[src/rtl/riscv_core.sv]
// riscv_core: multi-cycle RV32I integer core (FETCH -> EXEC [-> MEM]) with a single memory port.
// Define RISCV_CORE_CYCLE_CSR_EN to add the 64-bit cycle counter read by rdcycle/rdcycleh.
module riscv_core (
  input  logic        clock,
  input  logic        rst,
  input  logic        ce,
  output logic [31:0] a,
  input  logic [31:0] i,
  output logic [31:0] o,
  output logic        w,
  output logic [1:0]  ws,
  output logic [1:0]  dbg_state
);
  typedef enum logic [1:0] {FETCH = 2'd0, EXEC = 2'd1, MEM = 2'd2} state_t;

  localparam logic [6:0] OP_LUI   = 7'b0110111;
  localparam logic [6:0] OP_AUIPC = 7'b0010111;
  localparam logic [6:0] OP_JAL   = 7'b1101111;
  localparam logic [6:0] OP_JALR  = 7'b1100111;
  localparam logic [6:0] OP_BR    = 7'b1100011;
  localparam logic [6:0] OP_LOAD  = 7'b0000011;
  localparam logic [6:0] OP_STORE = 7'b0100011;
  localparam logic [6:0] OP_IMM   = 7'b0010011;
  localparam logic [6:0] OP_REG   = 7'b0110011;
  localparam logic [6:0] OP_SYS   = 7'b1110011;

  state_t      state;
  logic [31:0] pc;
  logic [31:0] ir;
  logic [31:0] rf [32];

  logic [6:0]  opcode;
  logic [4:0]  rd, rs1, rs2;
  logic [2:0]  f3;
  logic [31:0] imm_i, imm_s, imm_b, imm_u, imm_j;
  logic [31:0] rs1v, rs2v, pc4;
  logic [31:0] alu_b, alu_y, load_y;
  logic [4:0]  shamt;
  logic        alu_alt, taken;
  logic        exec_we, mem_go, store_go;
  logic [31:0] exec_wd, exec_pc, mem_addr;
  logic        rf_we;
  logic [31:0] rf_wd;

  assign opcode = ir[6:0];
  assign rd     = ir[11:7];
  assign f3     = ir[14:12];
  assign rs1    = ir[19:15];
  assign rs2    = ir[24:20];
  assign imm_i  = {{20{ir[31]}}, ir[31:20]};
  assign imm_s  = {{20{ir[31]}}, ir[31:25], ir[11:7]};
  assign imm_b  = {{19{ir[31]}}, ir[31], ir[7], ir[30:25], ir[11:8], 1'b0};
  assign imm_u  = {ir[31:12], 12'h000};
  assign imm_j  = {{11{ir[31]}}, ir[31], ir[19:12], ir[20], ir[30:21], 1'b0};

  assign rs1v = (rs1 == 5'd0) ? 32'd0 : rf[rs1];
  assign rs2v = (rs2 == 5'd0) ? 32'd0 : rf[rs2];
  assign pc4  = pc + 32'd4;
  assign dbg_state = state;

`ifdef RISCV_CORE_CYCLE_CSR_EN
  logic [63:0] cycle;
  always_ff @(posedge clock) begin
    if (rst) cycle <= 64'd0;
    else if (ce) cycle <= cycle + 64'd1;
  end
`endif

  // Shared ALU for OP and OP-IMM; bit 30 selects SUB/SRA(I) only where it is meaningful.
  always_comb begin
    alu_b   = (opcode == OP_REG) ? rs2v : imm_i;
    shamt   = alu_b[4:0];
    alu_alt = ir[30] && ((opcode == OP_REG) || (f3 == 3'b101));
    alu_y   = 32'd0;
    case (f3)
      3'b000:  alu_y = alu_alt ? (rs1v - alu_b) : (rs1v + alu_b);
      3'b001:  alu_y = rs1v << shamt;
      3'b010:  alu_y = {31'd0, ($signed(rs1v) < $signed(alu_b))};
      3'b011:  alu_y = {31'd0, (rs1v < alu_b)};
      3'b100:  alu_y = rs1v ^ alu_b;
      3'b101:  alu_y = alu_alt ? 32'($signed(rs1v) >>> shamt) : (rs1v >> shamt);
      3'b110:  alu_y = rs1v | alu_b;
      default: alu_y = rs1v & alu_b;
    endcase
  end

  always_comb begin
    taken = 1'b0;
    case (f3)
      3'b000:  taken = (rs1v == rs2v);
      3'b001:  taken = (rs1v != rs2v);
      3'b100:  taken = ($signed(rs1v) < $signed(rs2v));
      3'b101:  taken = !($signed(rs1v) < $signed(rs2v));
      3'b110:  taken = (rs1v < rs2v);
      3'b111:  taken = !(rs1v < rs2v);
      default: taken = 1'b0;
    endcase
  end

  always_comb begin
    load_y = i;
    case (f3)
      3'b000:  load_y = {{24{i[7]}}, i[7:0]};
      3'b001:  load_y = {{16{i[15]}}, i[15:0]};
      3'b100:  load_y = {24'd0, i[7:0]};
      3'b101:  load_y = {16'd0, i[15:0]};
      default: load_y = i;
    endcase
  end

  // Anything not decoded here (FENCE, ECALL/EBREAK, CSRs, bad funct3) falls through as pc += 4.
  always_comb begin
    exec_we  = 1'b0;
    exec_wd  = alu_y;
    exec_pc  = pc4;
    mem_go   = 1'b0;
    store_go = 1'b0;
    mem_addr = rs1v + imm_i;
    case (opcode)
      OP_LUI:   begin exec_we = 1'b1; exec_wd = imm_u; end
      OP_AUIPC: begin exec_we = 1'b1; exec_wd = pc + imm_u; end
      OP_JAL:   begin exec_we = 1'b1; exec_wd = pc4; exec_pc = pc + imm_j; end
      OP_JALR: begin
        if (f3 == 3'b000) begin
          exec_we = 1'b1;
          exec_wd = pc4;
          exec_pc = (rs1v + imm_i) & ~32'd1;
        end
      end
      OP_BR:    if (taken) exec_pc = pc + imm_b;
      OP_IMM:   exec_we = 1'b1;
      OP_REG:   exec_we = 1'b1;
      OP_LOAD:  mem_go = (f3 != 3'b011) && (f3 != 3'b110) && (f3 != 3'b111);
      OP_STORE: begin
        mem_addr = rs1v + imm_s;
        store_go = (f3 == 3'b000) || (f3 == 3'b001) || (f3 == 3'b010);
        mem_go   = store_go;
      end
`ifdef RISCV_CORE_CYCLE_CSR_EN
      OP_SYS: begin
        if (f3 == 3'b010 && rs1 == 5'd0) begin
          if (ir[31:20] == 12'hC00) begin exec_we = 1'b1; exec_wd = cycle[31:0]; end
          if (ir[31:20] == 12'hC80) begin exec_we = 1'b1; exec_wd = cycle[63:32]; end
        end
      end
`endif
      default: exec_we = 1'b0;
    endcase
  end

  always_comb begin
    rf_we = 1'b0;
    rf_wd = exec_wd;
    if (state == EXEC) begin
      rf_we = exec_we;
    end else if (state == MEM && opcode == OP_LOAD) begin
      rf_we = 1'b1;
      rf_wd = load_y;
    end
  end

  always_ff @(posedge clock) begin
    if (!rst && ce && rf_we && rd != 5'd0) rf[rd] <= rf_wd;
  end

  always_ff @(posedge clock) begin
    if (rst) begin
      state <= FETCH;
      pc    <= 32'd0;
      ir    <= 32'd0;
      a     <= 32'd0;
      o     <= 32'd0;
      w     <= 1'b0;
      ws    <= 2'b10;
    end else if (ce) begin
      case (state)
        FETCH: begin
          ir    <= i;
          state <= EXEC;
        end
        EXEC: begin
          if (mem_go) begin
            a <= mem_addr;
            if (store_go) begin
              o  <= rs2v;
              ws <= f3[1:0];
              w  <= 1'b1;
            end
            state <= MEM;
          end else begin
            pc    <= exec_pc;
            a     <= exec_pc;
            state <= FETCH;
          end
        end
        MEM: begin
          w     <= 1'b0;
          a     <= pc4;
          pc    <= pc4;
          state <= FETCH;
        end
        default: state <= FETCH;
      endcase
    end
  end
endmodule

[config.mk]
export PLATFORM = sky130hd
export DESIGN_NAME = riscv_core
export DESIGN_NICKNAME = d
export VERILOG_FILES = /design/src/rtl/riscv_core.sv
export SDC_FILE = /design/constraint.sdc
export NUM_CORES = 2
export LEC_CHECK = 0
export CELL_PAD_IN_SITES_DETAIL_PLACEMENT = 0
export CELL_PAD_IN_SITES_GLOBAL_PLACEMENT = 2
export CORE_UTILIZATION = 30
export DETAILED_ROUTE_END_ITERATION = 12
export DONT_BUFFER_PORTS = 1
export PLACE_DENSITY = 0.6
export SYNTH_ARGS = -nofsm -noshare
export SYNTH_HDL_FRONTEND = slang
export SYNTH_SLANG_ARGS = --single-unit
[constraint.sdc]
create_clock -name clock -period 8.1 [get_ports clock]
set_input_delay 0.405 -clock clock [delete_from_list [all_inputs] [get_ports clock]]
set_output_delay 0.405 -clock clock [all_outputs]
set_load 0.01 [all_outputs]
==> metrics.md <==
| Metric | Value |
|---|---|
| Status | finished clean |
| Congestion Overflow GR | 0 |
| Peak VDD IR | 0.000231 V |
| Via Count | 58,000 |
| Mapped Cells | 6,057 |
| Synth area leaders | edfxtp_1 42%, mux4_2 14%, mux2i_1 4.4%, dfxtp_1 3.9%, ha_1 3.8% |
| Area delta synth->final | 14.0% |
| DRC | 0 |
| Setup WS pre-CTS | 0.903 ns |
| CTS Buf Count | 144 |
| Leakage | 27.4 nW |
| DIE HEIGHT | 494 µm |
| Overall Power | 18.4 mW |
| Hold EP | pc[26] |
| DR iter-0 viols | 7,500 |
| Final WL | 351,000 µm |
| CTS tree | done |
| Number of synthesized register bits | 1,167 |
| CP startpoint kind | flip-flop |
| Max-slew headroom | 16.4% |
| Most frequent CP cell | buf_4 |
| Worst-path cell chain | buf_4, buf_4, mux4_2, mux4_2, mux2i_1, nor2_1, inv_1, o21ai_0, ha_1, nor2_1, o211ai_1, o211a_1, o311ai_0, a21oi_1, o31ai_1, o21ai_0, xor2_1, a22oi_1, a211oi_4, buf_4 |
| Final setup violating endpoints | 0 |
| Number of port buffers | 0 |
| Via density | 6.15 |
| Yosys top cell area share | 42.4% |
| Pwr/cell area | 222 mW/mm² |
| Reg-to-Reg End | rf[2][31] |
| R2R Setup Slk | 0.66 ns |
| Final ANT Viol Nets | 0 |
| PostCTS Resize Cnt | 0 |
| RePlAce Congestion | 0.983 |
| Least-Margin Pin Slew | 1.25 ns |
| Hold Path Depth | 2 |
| Top Ports | 104 |
| Worst hold start | rst |
| Crit-path max FO | 32 |
| Worst-path clk slew | 0.06 ns |
| Mapped Area | 0.0726 mm² |
| H-tree depth | 4 |
| CP max stage cell | dfxtp_4 |
| Initial antenna violation count | 28 |
| Largest net degree at the start of global routing | 105 |
| Setup Fix Bufs, Post-CTS | 0 |
| Synth cell count leaders | 1,024 x edfxtp_1, 480 x a21oi_1, 470 x nand2_1 |
| Worst hold path class | primary input to flip-flop |
| Crit-path max cell delay | 0.78 ns |
| Top-count cell post-synth | edfxtp_1 |
| Reg2Reg Depth | 20 |
| Layout cell share with drive strength beyond 1 | 18.5% |
| Min Tclk post-route | 7.44 ns |
| Core Area | 0.241 mm² |
| Async set or reset register ratio after synthesis | 0% |
| Die area | 0.244 mm² |
| Clock Tree Buf Depth | 3 |
| Critical Path RT | 8.67 ns |
| Register area share after synthesis | 46.3% |
| Final hold slack | 0.0442 ns |
| Routed len/inst | 37.2 µm |
| Worst setup margin | 0.660 ns |
| Dominant synthesized flop cell | edfxtp_1 |
| Nets | 6,393 |
| Clock Tree Root | clkbuf_16 |
| Fin. max-slew vios | 0 |
| Detailed Place HPWL | 246,000 µm |
| Die W | 494 µm |
| Initial Util | 30.2% |
| First-pass GRT wire length | 476,000 µm |
| Yosys warning count | 0 |
| Crit path capture type | flip-flop |
| Final Skew | 0.0754 ns |
| Critical path type | flip-flop to flip-flop |
| Syn Area/Cell | 12.0 µm² |
| Maxcap violations | 0 |
| Cell taking the most area after synthesis | edfxtp_1 |
| Rows | 180 |
| Fmax | 134 MHz |
| RSZ-0062 raised after global routing | false |
| Sink Count | 1,167 |
| Yosys cell types | 126 |
| Tot GR Track Use | 28.2% |
| Fin. Hold Viols | 0 |
| Clk_lat worst skew | 0.86 ns |
| Arr. time, crit path | 8.01 ns |
| Post-synth EDFFs | 1,024 |
| Pre-Repair DR Iteration Count | 6 |
| Tcrit/Tclk final | 91.9% |
| Setup TNS | 0 ns |
| Vias in the first global route | 56,100 |
cell type report:
cell class              count  area, µm²
fillers                 23800     158000
multi-input cells        4292      36600
flip-flops and latches   1167      33600
well taps                3185       3990
clock buffers             177       3830
repair buffers            343       2900
clock inverters            84       1040
inverters                 180        688
diodes                      8       20.0
registers in the layout, summed over array words and instances (netlist names), named ones only:
register / flops
a: 32
dbg_state: 2
ir: 32
o: 32
pc: 32
rf: 1024
w: 1
ws: 2
where the power goes:
| part | switching (mW) | internal (mW) |
|---|---|---|
| clock | 2.82 | 3.80 |
| combinational | 3.24 | 1.40 |
| sequential | 0.106 | 7.03 |
what timing repair did:
action,in CTS,in global routing
setup endpoints to repair,0,0
endpoints found under the hold margin,119,0
hold buffers,32,0
layer usage:
layer  track usage (%)  wire length (µm)  share of wire [%]
met1              38.4            148000                 42
met2              43.2            155000                 44
met3              5.97             30700                8.7
met4              11.9             16500                4.7
met5                 0                26             0.0074
worst max-delay path by stage:
| stage | startpoint | end | slack [ns] | cells after the start |
|---|---|---|---|---|
| after global placement | flip-flop | a[9] | 0.44 | 22 |
| after detailed placement | flip-flop | a[23] | 0.90 | 21 |
| final | flip-flop | rf[2][31] | 0.66 | 20 |
| after global routing | flip-flop | rf[2][31] | 0.49 | 19 |
| after CTS | flip-flop | a[23] | 0.92 | 21 |
| after floorplan | flip-flop | rf[0][18] | 0.93 | 25 |
kinds of logic after synthesis:
family / Yosys count / synth area share [%]
flops: 1167 / 46.3
mux: 808 / 19.4
other cells: 1 / 0.00517
compound gates: 1667 / 15.0
simple gates: 1388 / 8.96
xor+xnor: 167 / 2.02
fa+ha+maj: 230 / 4.04
buf+inv: 629 / 4.24
worst max-delay path: cells and delay by family (launching register included):
family	cells	cell delay [ns]
AOI/OAI and AO/OA	9	3.05
xor gates and xnor gates	1	0.39
adders and majority gates	1	0.48
buffers and inverters	4	1.26
DFF	1	0.78
muxes	3	0.57
and+or+nand+nor	2	0.60
placed cells by master, fill, tap and decap left out, types with 146 or more instances in the layout:
master        n
inv_1       171
ha_1        222
nand2_1     469
edfxtp_1   1024
a22oi_1     159
clkbuf_16   146
mux2i_1     322
a21oi_1     474
buf_4       291
o21ai_0     311
mux4_2      441
nor2_1      326
per-stage QoR:
step	cells	area [µm²]	utilization, %
2_1_floorplan	6088	72700	-
3_3_place_gp	9133	77500	32.2
3_5_place_dp	9134	77500	32.2
4_1_cts	9427	82700	34.4
5_1_grt	9431	82700	34.4
6_report	9436	82800	34.4
Power figures use the tool's default switching activity.
